===== src/rtl/down_counter_timer.sv =====
// down_counter_timer: loadable down-counter/timer with one-shot or auto-reload,
// borrow-out for cascading and a registered done pulse after each terminal count.
module down_counter_timer #(
    parameter int WIDTH = 8
) (
    input  logic             clk,
    input  logic             rst_n,
    input  logic             en,
    input  logic             load,
    input  logic [WIDTH-1:0] in,
    input  logic             start,
    input  logic             stop,
    input  logic             mode,
    output logic [WIDTH-1:0] q,
    output logic             bout,
    output logic             done,
    output logic             busy
);
    typedef enum logic {IDLE, RUN} state_t;
    state_t           state;
    logic [WIDTH-1:0] r;
    assign busy = (state == RUN);
    // Combinational so a cascaded upper stage sees its enable in the same cycle.
    assign bout = (state == RUN) && en && (q == '0);
    always_ff @(posedge clk or negedge rst_n) begin
        if (!rst_n) begin
            state <= IDLE;
            q     <= '0;
            r     <= '0;
            done  <= 1'b0;
        end else begin
            done <= 1'b0;
            if (load) begin
                r <= in;
                q <= in;
                if (stop)
                    state <= IDLE;
                else if (start)
                    state <= RUN;
            end else if (stop) begin
                state <= IDLE;
            end else if (state == IDLE) begin
                if (start) begin
                    q     <= r;
                    state <= RUN;
                end
            end else if (en) begin
                if (q == '0) begin
                    done <= 1'b1;
                    if (mode)
                        q <= r;
                    else
                        state <= IDLE;
                end else begin
                    q <= q - 1'b1;
                end
            end
        end
    end
endmodule


===== config.mk =====
export PLATFORM = sky130hd
export DESIGN_NAME = down_counter_timer
export DESIGN_NICKNAME = d
export VERILOG_FILES = /design/src/rtl/down_counter_timer.sv
export SDC_FILE = /design/constraint.sdc
export NUM_CORES = 1
export LEC_CHECK = 0
export BUFFER_PORTS_ARGS = -buffer_cell sky130_fd_sc_hd__buf_4
export CAP_MARGIN = 20
export CORE_ASPECT_RATIO = 1.2
export CORE_MARGIN = 2
export CORE_UTILIZATION = 57
export CTS_BUF_LIST = sky130_fd_sc_hd__clkbuf_4
export DETAILED_ROUTE_END_ITERATION = 10
export PLACE_DENSITY_LB_ADDON = 0.08
export SLEW_MARGIN = 15
export SYNTH_ARGS = -nofsm -noshare
export SYNTH_HDL_FRONTEND = slang
export SYNTH_SLANG_ARGS = --single-unit

===== constraint.sdc =====
create_clock -name clk -period 5.57 [get_ports clk]
set_input_delay 0.2785 -clock clk [delete_from_list [all_inputs] [get_ports clk]]
set_output_delay 0.2785 -clock clk [all_outputs]
set_load 0.05 [all_outputs]

Word level (Yosys, flattened, before mapping)
Index checks and enable logic that the tools add are counted.
- bits in registers: 18
- input bits: 15
- output and inout port bits: 11
- logic and storage cells: 35
- $add $sub $neg: 1
- equality and inequality tests: 4
- multiplexer cells: 21
- reductions and logical operators: 5
- operator list (kind ; count):
    8-bit two-way mux ; 7
    1-bit two-way mux ; 14
    8-bit zero test ; 1
    8-bit by 1-bit subtractor with 8-bit output (second input constant) ; 1
    4-bit inequality test (second input constant) ; 1
    4-bit AND reduction ; 1
    3-bit by 1-bit inequality test with 1-bit output (second input constant) ; 1
    3-bit inequality test (second input constant) ; 1
    3-bit nonzero test ; 1
    1-bit logical AND ; 2
    2-bit inequality test (second input constant) ; 1

Depth between registers and ports, before layout
Gate-level depths: netlist (run 1).
- word-level depth: 6
- gate-level depth with buffers: 7
- depth with buffers taken out: 6

Least setup slack after synthesis (run 1)
OpenSTA, ideal clock, no wires.
- path kind: register to register
- start point: register q[0]
- end point: register q[4]
- setup time: 0.121 ns
- data arrival time: 1.997 ns
- data required time: 5.449 ns
- setup slack: 3.452 ns
- cell stages (with the launch flop): 8
- buffers on the path: 1
- clock period less this slack: 2.118 ns
- cells stage by stage: dfrtp_1 > inv_1 > ha_1 > nor4b_4 > a311oi_4 > or2_1 > buf_2 > a22o_1
- cells in the longest elaborated chain, start to end: 6
- elaborated cells between the ends (all ways): 9
- those cells by class: add/sub: 1; eq/ne: 1; mux: 5; reduce/logical: 2
- ends and longest elaborated chain (what ; RTL line ; source):
    start: declaration ; 14 ; output logic [WIDTH-1:0] q,
    start signal: assignment ; 35 ; q <= in;
    start signal: assignment ; 44 ; q <= r;
    start signal: assignment ; 51 ; q <= r;
    8-bit by 1-bit subtractor with 8-bit output / 8-bit zero test (equally long branches) ; 55, 48 ;
    8-bit two-way mux ; 48 ; if (q == '0) begin
    8-bit two-way mux ; 47 ; end else if (en) begin
    8-bit two-way mux ; 42 ; end else if (state == IDLE) begin
    8-bit two-way mux ; 40 ; end else if (stop) begin
    8-bit two-way mux ; 33 ; if (load) begin
Parallel ways exist; a longest one is shown, timed or not. The select of a mux whose other input is x is not followed.
A chain may end at the register's enable or synchronous reset.

Worst setup path in the final report (run 1)
- start point: register q[0]
- end point: output bout
- cells in the longest elaborated chain, start to end: 2
- ends and longest elaborated chain (what ; RTL line ; source):
    8-bit zero test ; 24 ; assign bout = (state == RUN) && en && (q == '0);
    1-bit logical AND ; 24 ;
    end: declaration ; 15 ; output logic bout,
Every way passes these cells.

==> results.tsv, run 1 <==
stage	metric	value	unit
outcome	status	completed	
routing	vias	1044	
logic_synthesis	synth.most_common_cell	dfrtp_1	
cts	cts_buffer_depth	2	
final_layout	areaGrowthSynthToFinish	19.2	%
logic_synthesis	synth.area.top_cells	dfrtp_1 (40%), nand2_1 (4.7%), nor4b_4 (4.2%)	
final_layout	nNetsFinal	161	
timing	finalSetupViolCount	0	
critical_path	startpoint_type	flip-flop	
critical_path	cp-end-kind	output port	
power_and_ir_drop	p_seq_share	45.9	%
cts	path_clk_slew	0.11	ns
logic_synthesis	syn_area_per_cell	9.39	um2
timing	worst_slack	3.44	ns
grt	track_usage	26.0	%
floorplanning	start_util	60.9	%
place	gp_congestion	0.882	
run	max-cap-violations	0	
routing	via_per_inst	6.44	
logic_synthesis	synth_edf_count	0	
logic_synthesis	ys_ff_latch	18	
place	io_buffers	25	
timing	slew-limit-headroom	50.9	%
worst_hold_path	min_path_type	input pin to flip-flop	
timing	finalMaxSlewViolations	0	
grt	grt_pass1_vias	1010	
grt	grt_overflow	0	
logic_synthesis	ys_types	42	
routing	drtPass1Iterations	4	
floorplanning	num_rows	17	
power_and_ir_drop	power.share.clock	19.0	%
logic_synthesis	synth_common_cells	dfrtp_1 (18), nand2_1 (14), inv_1 (10)	
timing	finalSetupTns	0	ns
critical_path	crit_required	5.29	ns
cts	insertion_delay	0.30	ns
power_and_ir_drop	powerDensity	272	mW/mm2
power_and_ir_drop	ir_drop	169	uV
routing	routed_wl	2790	um
timing	holdWs	0.164	ns
place	dp_slack	3.48	ns
logic_synthesis	synth.top_cell.area_share	40.0	%
grt	grt_pass1_wl	4490	um
final_layout	fillers	152	
logic_synthesis	yosysWarnings	0	
logic_synthesis	yosysTopAreaCell	dfrtp_1	
timing	fin_skew	0.00600	ns
cts	cts_sinks	18	
logic_synthesis	syn_area	0.00113	mm2
routing	drtAntennaViolNets	0	
final_layout	antenna_cells	0	
critical_path	crit_type	flip-flop to output port	
final_layout	design_area	0.00134	mm2
logic_synthesis	synthCells	120	
logic_synthesis	async_reset_ff_share	100	%
routing	drc	0	
routing	wl_per_cell	17.2	um
cts	cts_tree	built	
critical_path	rrSetupSlack	3.45	ns
place	place_area	0.00131	mm2
floorplanning	ios	26	
logic_synthesis	syn_nets	137	
final_layout	drive_gt1_share	22.4	%
floorplanning	die_y	52.7	um
power_and_ir_drop	p_leak	0.000618	uW
power_and_ir_drop	net-switching-power	147	uW
timing	finalCriticalPeriod	2.13	ns
timing	rsz0062_at_grt	no	
cts	clock-root-buffer	clkbuf_4	
place	dp_hpwl	1960	um
floorplanning	die_x	44.6	um
critical_path	worstPathMaxFanout	5	
floorplanning	core_area	0.00185	mm2
grt	antenna_found_initial	0	
timing	final_hold_viol_count	0	
routing	drt_iter0_drc	37	
cts	cts_inserted_buffers	3	
timing	finalCritPeriodShare	38.2	%
timing	achievable-frequency	469	MHz
power_and_ir_drop	intPower	219	uW
logic_synthesis	seq_area_frac_synth	40.0	%
timing	worst_slew_pin_slew	0.735	ns
power_and_ir_drop	comb_power_share	35.1	%
cts	htree_levels	1	
floorplanning	dieArea	0.00235	mm2
power_and_ir_drop	p_sw_share	40.1	%
critical_path	crit_arrival	1.85	ns
grt	grt_start_max_net_pins	33	
logic_synthesis	ys.flop_type	dfrtp_1	
power_and_ir_drop	power	366	uW
## repair_timing
item	CTS	global route
buffers inserted	0	0
gates resized for setup	0	0
hold buffers	1	0
hold endpoints to repair	18	0
## per-layer routing
metal	wire, um	track usage (%)
met5	0	0
met3	154	2.07
met1	1130	31.8
met4	50	11.1
met2	1460	45.7
## cells by family after synthesis
logic type | share of synthesized area [%]
AND/OR/NAND/NOR | 22.3
AO/OA/AOI/OAI | 24.1
flip-flops | 40.0
buffers and inverters | 6.10
multiplexers | 4.55
adder cells (fa/ha/maj) | 2.22
XOR/XNOR | 0.777
## flip-flops by register name, summed over array words and instances, names as in the netlist
register and count:
done 1, r 8, q 8, busy 1
## cell type report
class	count	area [um2]	share of cell area [%]
timing repair buffer	26	198	14.7
tap	19	23.8	1.77
clock inverter	1	3.75	0.279
sequential	18	450	33.5
multi-input combinational	85	608	45.3
inverter	10	37.5	2.79
clock buffer	3	22.5	1.68
## power by group through the flow
stage,clock network [uW],registers (uW),logic [uW]
after floorplan,0,195,60.3
after detailed placement,0,170,127
final,69.4,168,129
after global routing,72.6,170,138
after global placement,0,169,124
after CTS,69.7,168,128
## final timing paths
path                       endpoint  cells after the start  startpoint
setup / recovery               bout                      5        q[0]
hold / removal                 busy                      2        stop
setup reg to reg               q[0]                      6        q[0]
hold reg to reg                r[3]                      2        r[3]
max in group asynchronous      r[1]                      2       rst_n
min in group asynchronous      r[7]                      2       rst_n
## critical path, stage by stage, from the launching register on
cell and delay (ns):
dfrtp_1 0.44, inv_1 0.13, ha_1 0.20, nor4b_4 0.36
and3_1 0.23, buf_4 0.19
## per-stage QoR
stage	instances	utilization, %
finish	162	72.6
global route	162	72.6
CTS	162	72.6
detailed placement	157	70.7
global placement	157	70.7
floorplan	120	-
## placed cells by master, fill, tap and decap left out, drive strengths merged, types with 2 or more instances in the layout
cell type,count
nor3,3
buf,25
mux2i,4
nor2,6
dfrtp,18
nor4,2
a22o,3
ha,2
o31ai,2
nor4b,3
o22ai,3
inv,10
a31oi,3
nand2b,5
nand2,14
o221ai,2
o211ai,5
o21ai,6
nor2b,2
clkbuf,3
No activity file was read; power rests on OpenSTA's default activity.
==> run 2: changes to the inputs <==
--- a/config.mk
+++ b/config.mk
@@ -5,11 +5,12 @@
 export SDC_FILE = /design/constraint.sdc
 export NUM_CORES = 1
 export LEC_CHECK = 0
+export ABC_AREA = 1
 export BUFFER_PORTS_ARGS = -buffer_cell sky130_fd_sc_hd__buf_4
 export CAP_MARGIN = 20
 export CORE_ASPECT_RATIO = 1.2
 export CORE_MARGIN = 2
-export CORE_UTILIZATION = 57
+export CORE_UTILIZATION = 55
 export CTS_BUF_LIST = sky130_fd_sc_hd__clkbuf_4
 export DETAILED_ROUTE_END_ITERATION = 10
 export PLACE_DENSITY_LB_ADDON = 0.08
==> constraint.sdc (replaced) <==
create_clock -name clk -period 2.18 [get_ports clk]
set_input_delay 0.109 -clock clk [delete_from_list [all_inputs] [get_ports clk]]
set_output_delay 0.109 -clock clk [all_outputs]
set_load 0.05 [all_outputs]
==> run 2 against run 1 <==
  * Register-to-register slack worse by 2.8 ns
  * Sequential share of layout area down 1.2 points
  * Clock power rose to 2.5 times the previous value
  * First-iteration DRC count down 35%
  * Total power rose to 2.6 times the previous value
  * Critical path type unchanged
  * Via count up 6.1%
  * Clock skew down 0.0028 ns
  * Setup slack worse by 3.0 ns
  * Die area up 6.3%
  * Sequential cell count unchanged
  * Combinational power rose to 2.7 times the previous value
  * Critical path depth up 2
==> results.tsv, run 2 <==
stage	metric	value	unit	change
outcome	status	completed		unchanged
routing	vias	1108		was 1044
final_layout	design_area	0.00140	mm2	was 0.00134 mm2
power_and_ir_drop	p_seq_share	44.2	%	was 45.9%
power_and_ir_drop	comb_power_share	36.9	%	was 35.1%
grt	grt_pass1_wl	4440	um	was 4490 um
power_and_ir_drop	power	934	uW	was 366 uW
timing	finalCriticalPeriod	1.77	ns	
power_and_ir_drop	power.share.clock	18.8	%	was 19.0%
floorplanning	dieArea	0.00250	mm2	was 0.00235 mm2
timing	finalSetupTns	0	ns	unchanged
routing	routed_wl	2560	um	was 2790 um
logic_synthesis	async_reset_ff_share	100	%	unchanged
logic_synthesis	synth.top_cell.area_share	38.8	%	was 40.0%
logic_synthesis	syn_area	0.00116	mm2	was 0.00113 mm2
grt	grt_overflow	0		unchanged
logic_synthesis	syn_area_per_cell	7.31	um2	was 9.39 um2
routing	drc	0		unchanged
cts	cts_sinks	18		unchanged
power_and_ir_drop	p_leak	0.000762	uW	was 0.000618 uW
logic_synthesis	synth_common_cells	nand2_1 (44), inv_1 (19), dfrtp_1 (18)		was dfrtp_1 (18), nand2_1 (14), inv_1 (10)
floorplanning	die_x	46.0	um	was 44.6 um
worst_hold_path	min_path_type	input pin to flip-flop		unchanged
critical_path	crit_type	flip-flop to output port		unchanged
critical_path	r2r_end	q[0]		unchanged
routing	wl_per_cell	12.4	um	was 17.2 um
logic_synthesis	synthSimpleGateAreaFrac	37.7	%	was 22.3%
critical_path	worstPathMaxFanout	7		was 5
place	gp_congestion	0.856		was 0.882
logic_synthesis	synthCells	159		was 120
logic_synthesis	ys_ff_latch	18		unchanged
routing	drt_iter0_drc	24		was 37
logic_synthesis	ys_types	25		was 42
floorplanning	core_area	0.00203	mm2	was 0.00185 mm2
timing	finalCritPeriodShare	81.0	%	
critical_path	timing.critical_path.to	bout		unchanged
timing	fin_skew	0.00319	ns	was 0.00600 ns
power_and_ir_drop	ir_drop	484	uV	was 169 uV
timing	final_hold_viol_count	0		unchanged
critical_path	r2r_start	q[0]		unchanged
final_layout	antenna_cells	0		unchanged
final_layout	areaGrowthSynthToFinish	20.0	%	was 19.2%
critical_path	rrSetupSlack	0.63	ns	was 3.45 ns
cts	cts_buffer_depth	2		unchanged
power_and_ir_drop	intPower	554	uW	was 219 uW
critical_path	crit_arrival	1.66	ns	was 1.85 ns
floorplanning	ios	26		unchanged
final_layout	final_cell_mix	nand2_1 (44), buf_4 (25), inv_1 (19), dfrtp_1 (18)		was buf_4 (25), dfrtp_1 (18), nand2_1 (14), inv_1 (10)
cts	insertion_delay	0.30	ns	about the same
final_layout	final_common_cell	nand2_1		was buf_4
timing	slew-limit-headroom	70.3	%	was 50.9%
logic_synthesis	seq_area_frac_synth	38.8	%	was 40.0%
cts	clock-root-buffer	clkbuf_4		unchanged
final_layout	drive_gt1_share	24.2	%	was 22.4%
place	dp_slack	0.678	ns	was 3.48 ns
place	place_area	0.00135	mm2	was 0.00131 mm2
logic_synthesis	synth_compound_area_share	10.3	%	was 24.1%
timing	worst_slew_pin_slew	0.446	ns	was 0.735 ns
logic_synthesis	yosysWarnings	0		unchanged
critical_path	crit_required	2.07	ns	was 5.29 ns
power_and_ir_drop	powerDensity	669	mW/mm2	was 272 mW/mm2
grt	grt_pass1_vias	1066		was 1010
place	io_buffers	25		unchanged
power_and_ir_drop	net-switching-power	380	uW	was 147 uW
run	max-cap-violations	0		unchanged
critical_path	startpoint_type	flip-flop		unchanged
timing	finalMaxSlewViolations	0		unchanged
critical_path	reg2regPathDepth	9		was 6
power_and_ir_drop	p_sw_share	40.7	%	was 40.1%
cts	cts_tree	built		unchanged
logic_synthesis	synth_edf_count	0		unchanged
routing	drtAntennaViolNets	0		unchanged
timing	achievable-frequency	566	MHz	
logic_synthesis	synthXorXnorAreaFrac	0.753	%	was 0.777%
logic_synthesis	synth.most_common_cell	nand2_1		was dfrtp_1
routing	drtPass1Iterations	6		was 4
timing	worst_slack	0.414	ns	was 3.44 ns
final_layout	nNetsFinal	204		was 161
cts	cts_inserted_buffers	3		unchanged
logic_synthesis	syn_nets	176		was 137
cts	cts_setup_buffers	0		unchanged
logic_synthesis	synth.area.top_cells	dfrtp_1 (39%), nand2_1 (14%), nand3_1 (6.5%)		was dfrtp_1 (40%), nand2_1 (4.7%), nor4b_4 (4.2%)
logic_synthesis	synth_top_family_by_area	simple AND/OR/NAND/NOR gates		was compound AO/OA/AOI/OAI gates
timing	rsz0062_at_grt	no		unchanged
floorplanning	num_rows	18		was 17
grt	grt_start_max_net_pins	19		was 33
logic_synthesis	ys.flop_type	dfrtp_1		unchanged
floorplanning	start_util	57.3	%	was 60.9%
logic_synthesis	synth-adder-area-share	2.15	%	was 2.22%
critical_path	cp-end-kind	output port		unchanged
floorplanning	die_y	54.4	um	was 52.7 um
grt	track_usage	25.3	%	was 26.0%
critical_path	critPathLaunch	q[0]		unchanged
cts	path_clk_slew	0.10	ns	was 0.11 ns
logic_synthesis	yosysTopAreaCell	dfrtp_1		unchanged
logic_synthesis	synth.area.mux_share	0	%	was 4.55%
routing	via_per_inst	5.38		was 6.44
final_layout	top_regs	q: 8 flops, r: 8 flops		unchanged
cts	htree_levels	1		unchanged
grt	antenna_found_initial	0		unchanged
place	dp_hpwl	1890	um	was 1960 um
timing	finalSetupViolCount	0		unchanged
run 2: timing repair:
item                                   4_1_cts  5_1_grt
endpoints found under the hold margin       19        0
resized for setup                            0        0
hold buffers                                 2        0
run 2: critical path, cell delays in order (launching register included):
cell	delay, ns
dfrtp_1	0.43
inv_1	0.12
ha_1	0.17
inv_1	0.07
nor2_4	0.16
nand2_4	0.11
nor2_1	0.10
buf_4	0.20
run 2: stage by stage:
stage	hold slack (ns)	util, %	cells
2_1_floorplan	-0.187	-	159
3_3_place_gp	-0.00981	66.5	200
3_5_place_dp	-0.00710	66.5	200
4_1_cts	0.0165	68.8	206
5_1_grt	0.00940	68.8	206
6_report	0.0201	68.8	206
run 2: cell type report:
cell class | count | area (um2)
sequential | 18 | 450
timing repair buffer | 27 | 208
tap | 20 | 25.0
clock inverter | 1 | 3.75
fill | 188 | 632
clock buffer | 3 | 22.5
multi-input combinational | 114 | 592
inverter | 23 | 93.8
run 2: layer usage:
layer,track usage [%],part of all wire [%],vias to the layer above
met5,0,0,-
met4,17.1,4.0,0
met3,4.62,3.4,11
met2,41.2,52,40
met1,29.5,41,494
li1,-,-,563
run 2: logic make-up (layout without fill, tap and decap cells):
family                   Yosys count  after routing
AO/OA/AOI/OAI                     22             22
adder cells (fa/ha/maj)            2              2
XOR/XNOR                           1              1
flip-flops                        18             18
AND/OR/NAND/NOR                   89             89
buffers and inverters             27             54
run 2: power by group through the flow:
stage	Sequential (uW)	Combinational, uW	Clock (uW)
floorplan	492	167	0
global placement	416	337	0
detailed placement	418	342	0
CTS	412	347	182
global route	419	382	198
finish	413	345	176
run 2: worst min path at each step:
stage | from | to | cells after the start
2_1_floorplan | rst_n | busy | 0
3_3_place_gp | rst_n | done | 1
3_5_place_dp | rst_n | r[0] | 1
4_1_cts | in[6] | r[6] | 3
5_1_grt | in[7] | r[7] | 3
6_report | in[6] | r[6] | 3
==> run 3: changes to the inputs <==
==> constraint.sdc (replaced) <==
create_clock -name clk -period 1.7 [get_ports clk]
set_input_delay 0.085 -clock clk [delete_from_list [all_inputs] [get_ports clk]]
set_output_delay 0.085 -clock clk [all_outputs]
set_load 0.05 [all_outputs]
==> run 3 against run 2 <==
  * Die area unchanged
  * Clock skew is 0.00070 ns lower
  * Setup slack got worse by 0.33 ns
  * First-iteration DRC count did not move
  * Count of clock-buffer cells in the layout unchanged
  * Non-clock buffer count grew 3
  * Via count shrank 0.27%
  * Cell count is 1.5% higher
  * Clock power rose by 29%
  * Register-to-register slack got worse by 0.51 ns
  * Sequential cell count is the same
  * Largest cell class unchanged
==> results.tsv, run 3 (synthesis gave the netlist of run 2 again) <==
stage	metric	value	unit	change
place	gp_congestion	0.840		was 0.856
timing	fin_skew	0.00249	ns	was 0.00319 ns
cts	htree_levels	1		unchanged
routing	vias	1105		was 1108
cts	cts_tree	built		unchanged
worst_hold_path	min_path_cells	3		unchanged
floorplanning	ios	26		unchanged
final_layout	final_common_cell	nand2_1		unchanged
critical_path	r2r_start	q[1]		was q[0]
worst_hold_path	min_path_type	input pin to flip-flop		unchanged
cts	cts_sinks	18		unchanged
routing	routed_wl	2640	um	was 2560 um
grt	track_usage	24.0	%	was 25.3%
cts	clock-root-buffer	clkbuf_4		unchanged
timing	achievable-frequency	620	MHz	
critical_path	startpoint_type	flip-flop		unchanged
final_layout	final_cell_mix	nand2_1 (44), buf_4 (27), inv_1 (18), dfrtp_1 (18), nand3_1 (15)		was nand2_1 (44), buf_4 (25), inv_1 (19), dfrtp_1 (18)
timing	finalCritPeriodShare	94.9	%	
final_layout	antenna_cells	0		unchanged
cts	path_clk_slew	0.11	ns	was 0.10 ns
cts	cts_inserted_buffers	3		unchanged
floorplanning	die_y	54.4	um	unchanged
final_layout	drive_gt1_share	27.0	%	was 24.2%
critical_path	reg2regPathDepth	10		was 9
place	io_buffers	25		unchanged
routing	drtPass1Iterations	4		was 6
routing	drc	0		unchanged
floorplanning	start_util	57.3	%	unchanged
timing	finalCriticalPeriod	1.61	ns	
floorplanning	dieArea	0.00250	mm2	unchanged
final_layout	stdcell_count	209		was 206
timing	finalSetupViolCount	0		unchanged
place	dp_hpwl	1910	um	was 1890 um
timing	final_hold_viol_count	0		unchanged
outcome	status	completed		unchanged
final_layout	nNetsFinal	207		was 204
routing	drtAntennaViolNets	0		unchanged
grt	grt_pass1_vias	996		was 1066
grt	grt_pass1_wl	4300	um	was 4440 um
critical_path	cp-end-kind	output port		unchanged
floorplanning	num_rows	18		unchanged
power_and_ir_drop	ir_drop	697	uV	was 484 uV
critical_path	crit_arrival	1.53	ns	was 1.66 ns
floorplanning	core_area	0.00203	mm2	unchanged
grt	grt_overflow	0		unchanged
grt	grt_start_max_net_pins	19		unchanged
critical_path	r2r_end	q[6]		was q[0]
cts	cts_buffer_depth	2		unchanged
floorplanning	die_x	46.0	um	unchanged
grt	antenna_found_initial	0		unchanged
timing	finalMaxSlewViolations	0		unchanged
place	dp.cells	201		was 200
timing	slew-limit-headroom	78.4	%	was 70.3%
cts	insertion_delay	0.29	ns	was 0.30 ns
routing	wl_per_cell	12.6	um	was 12.4 um
run	max-cap-violations	0		unchanged
worst_hold_path	min-delay-start	in[6]		unchanged
critical_path	crit_required	1.62	ns	was 2.07 ns
power_and_ir_drop	powerDensity	847	mW/mm2	was 669 mW/mm2
timing	holdWs	0.00250	ns	was 0.0201 ns
worst_hold_path	hold_end	r[6]		unchanged
power_and_ir_drop	p_leak	0.000777	uW	was 0.000762 uW
critical_path	rrSetupSlack	0.12	ns	was 0.63 ns
timing	worst_slew_pin_slew	0.323	ns	was 0.446 ns
final_layout	top_regs	q: 8 flops, r: 8 flops		unchanged
final_layout	final_util	70.6	%	was 68.8%
final_layout	areaGrowthSynthToFinish	23.1	%	was 20.0%
critical_path	crit_type	flip-flop to output port		unchanged
routing	drt_iter0_drc	24		unchanged
routing	via_per_inst	5.29		was 5.38
critical_path	worstPathMaxFanout	7		unchanged
[run 3: power by group]
group / switching (uW) / total [uW] / internal [uW] / leakage [uW]
clock: 142 / 227 / 85.4 / 0.0000154
combinational: 302 / 461 / 159 / 0.000544
sequential: 49.4 / 525 / 475 / 0.000217
total: 493 / 1210 / 719 / 0.000777
[run 3: worst max-delay path, cell delays in order (launching register included)]
cell     delay (ns)
dfrtp_1        0.43
inv_1          0.09
ha_1           0.16
inv_1          0.07
nor2_4         0.12
nand2_4        0.11
nor2_4         0.09
buf_6          0.16
[run 3: routing by layer]
metal  up-vias  wire length, um  track usage, %
met5         -                0               0
met4         0               58            11.0
met3         6              137            2.97
met2        44             1350            39.8
met1       490             1090            30.6
li1        565                -               -
[run 3: layout make-up]
cell class | count | area, um2
Multi-Input combinational cell | 114 | 602
Fill cell | 172 | 596
Sequential cell | 18 | 450
Timing Repair Buffer | 30 | 234
Inverter | 23 | 93.8
Tap cell | 20 | 25.0
Clock buffer | 3 | 22.5
Clock inverter | 1 | 3.75
[run 3: timing repair]
item,in CTS,in global routing
resized for setup,1,2
endpoints found under the setup margin,1,1
endpoints found under the hold margin,19,0
hold buffers,2,0
pin swaps,0,1
setup buffers,0,2
[run 3: worst max path at each step]
| stage | cells after the start | endpoint | start |
|---|---|---|---|
| floorplan | 10 | q[3] | q[0] |
| global placement | 9 | q[7] | q[0] |
| detailed placement | 9 | q[0] | q[0] |
| CTS | 7 | bout | q[0] |
| global route | 10 | q[6] | q[1] |
| finish | 7 | bout | q[1] |
[run 3: through the flow]
step / cell area (um2) / total power, uW / TNS (ns) / setup WS (ns)
floorplan: 1170 / 845 / 0 / 0.0443
global placement: 1360 / 968 / 0 / 0.276
detailed placement: 1360 / 977 / 0 / 0.196
CTS: 1410 / 1200 / 0 / 0.00353
global route: 1430 / 1290 / -0.00698 / -0.00390
finish: 1430 / 1210 / 0 / 0.0867
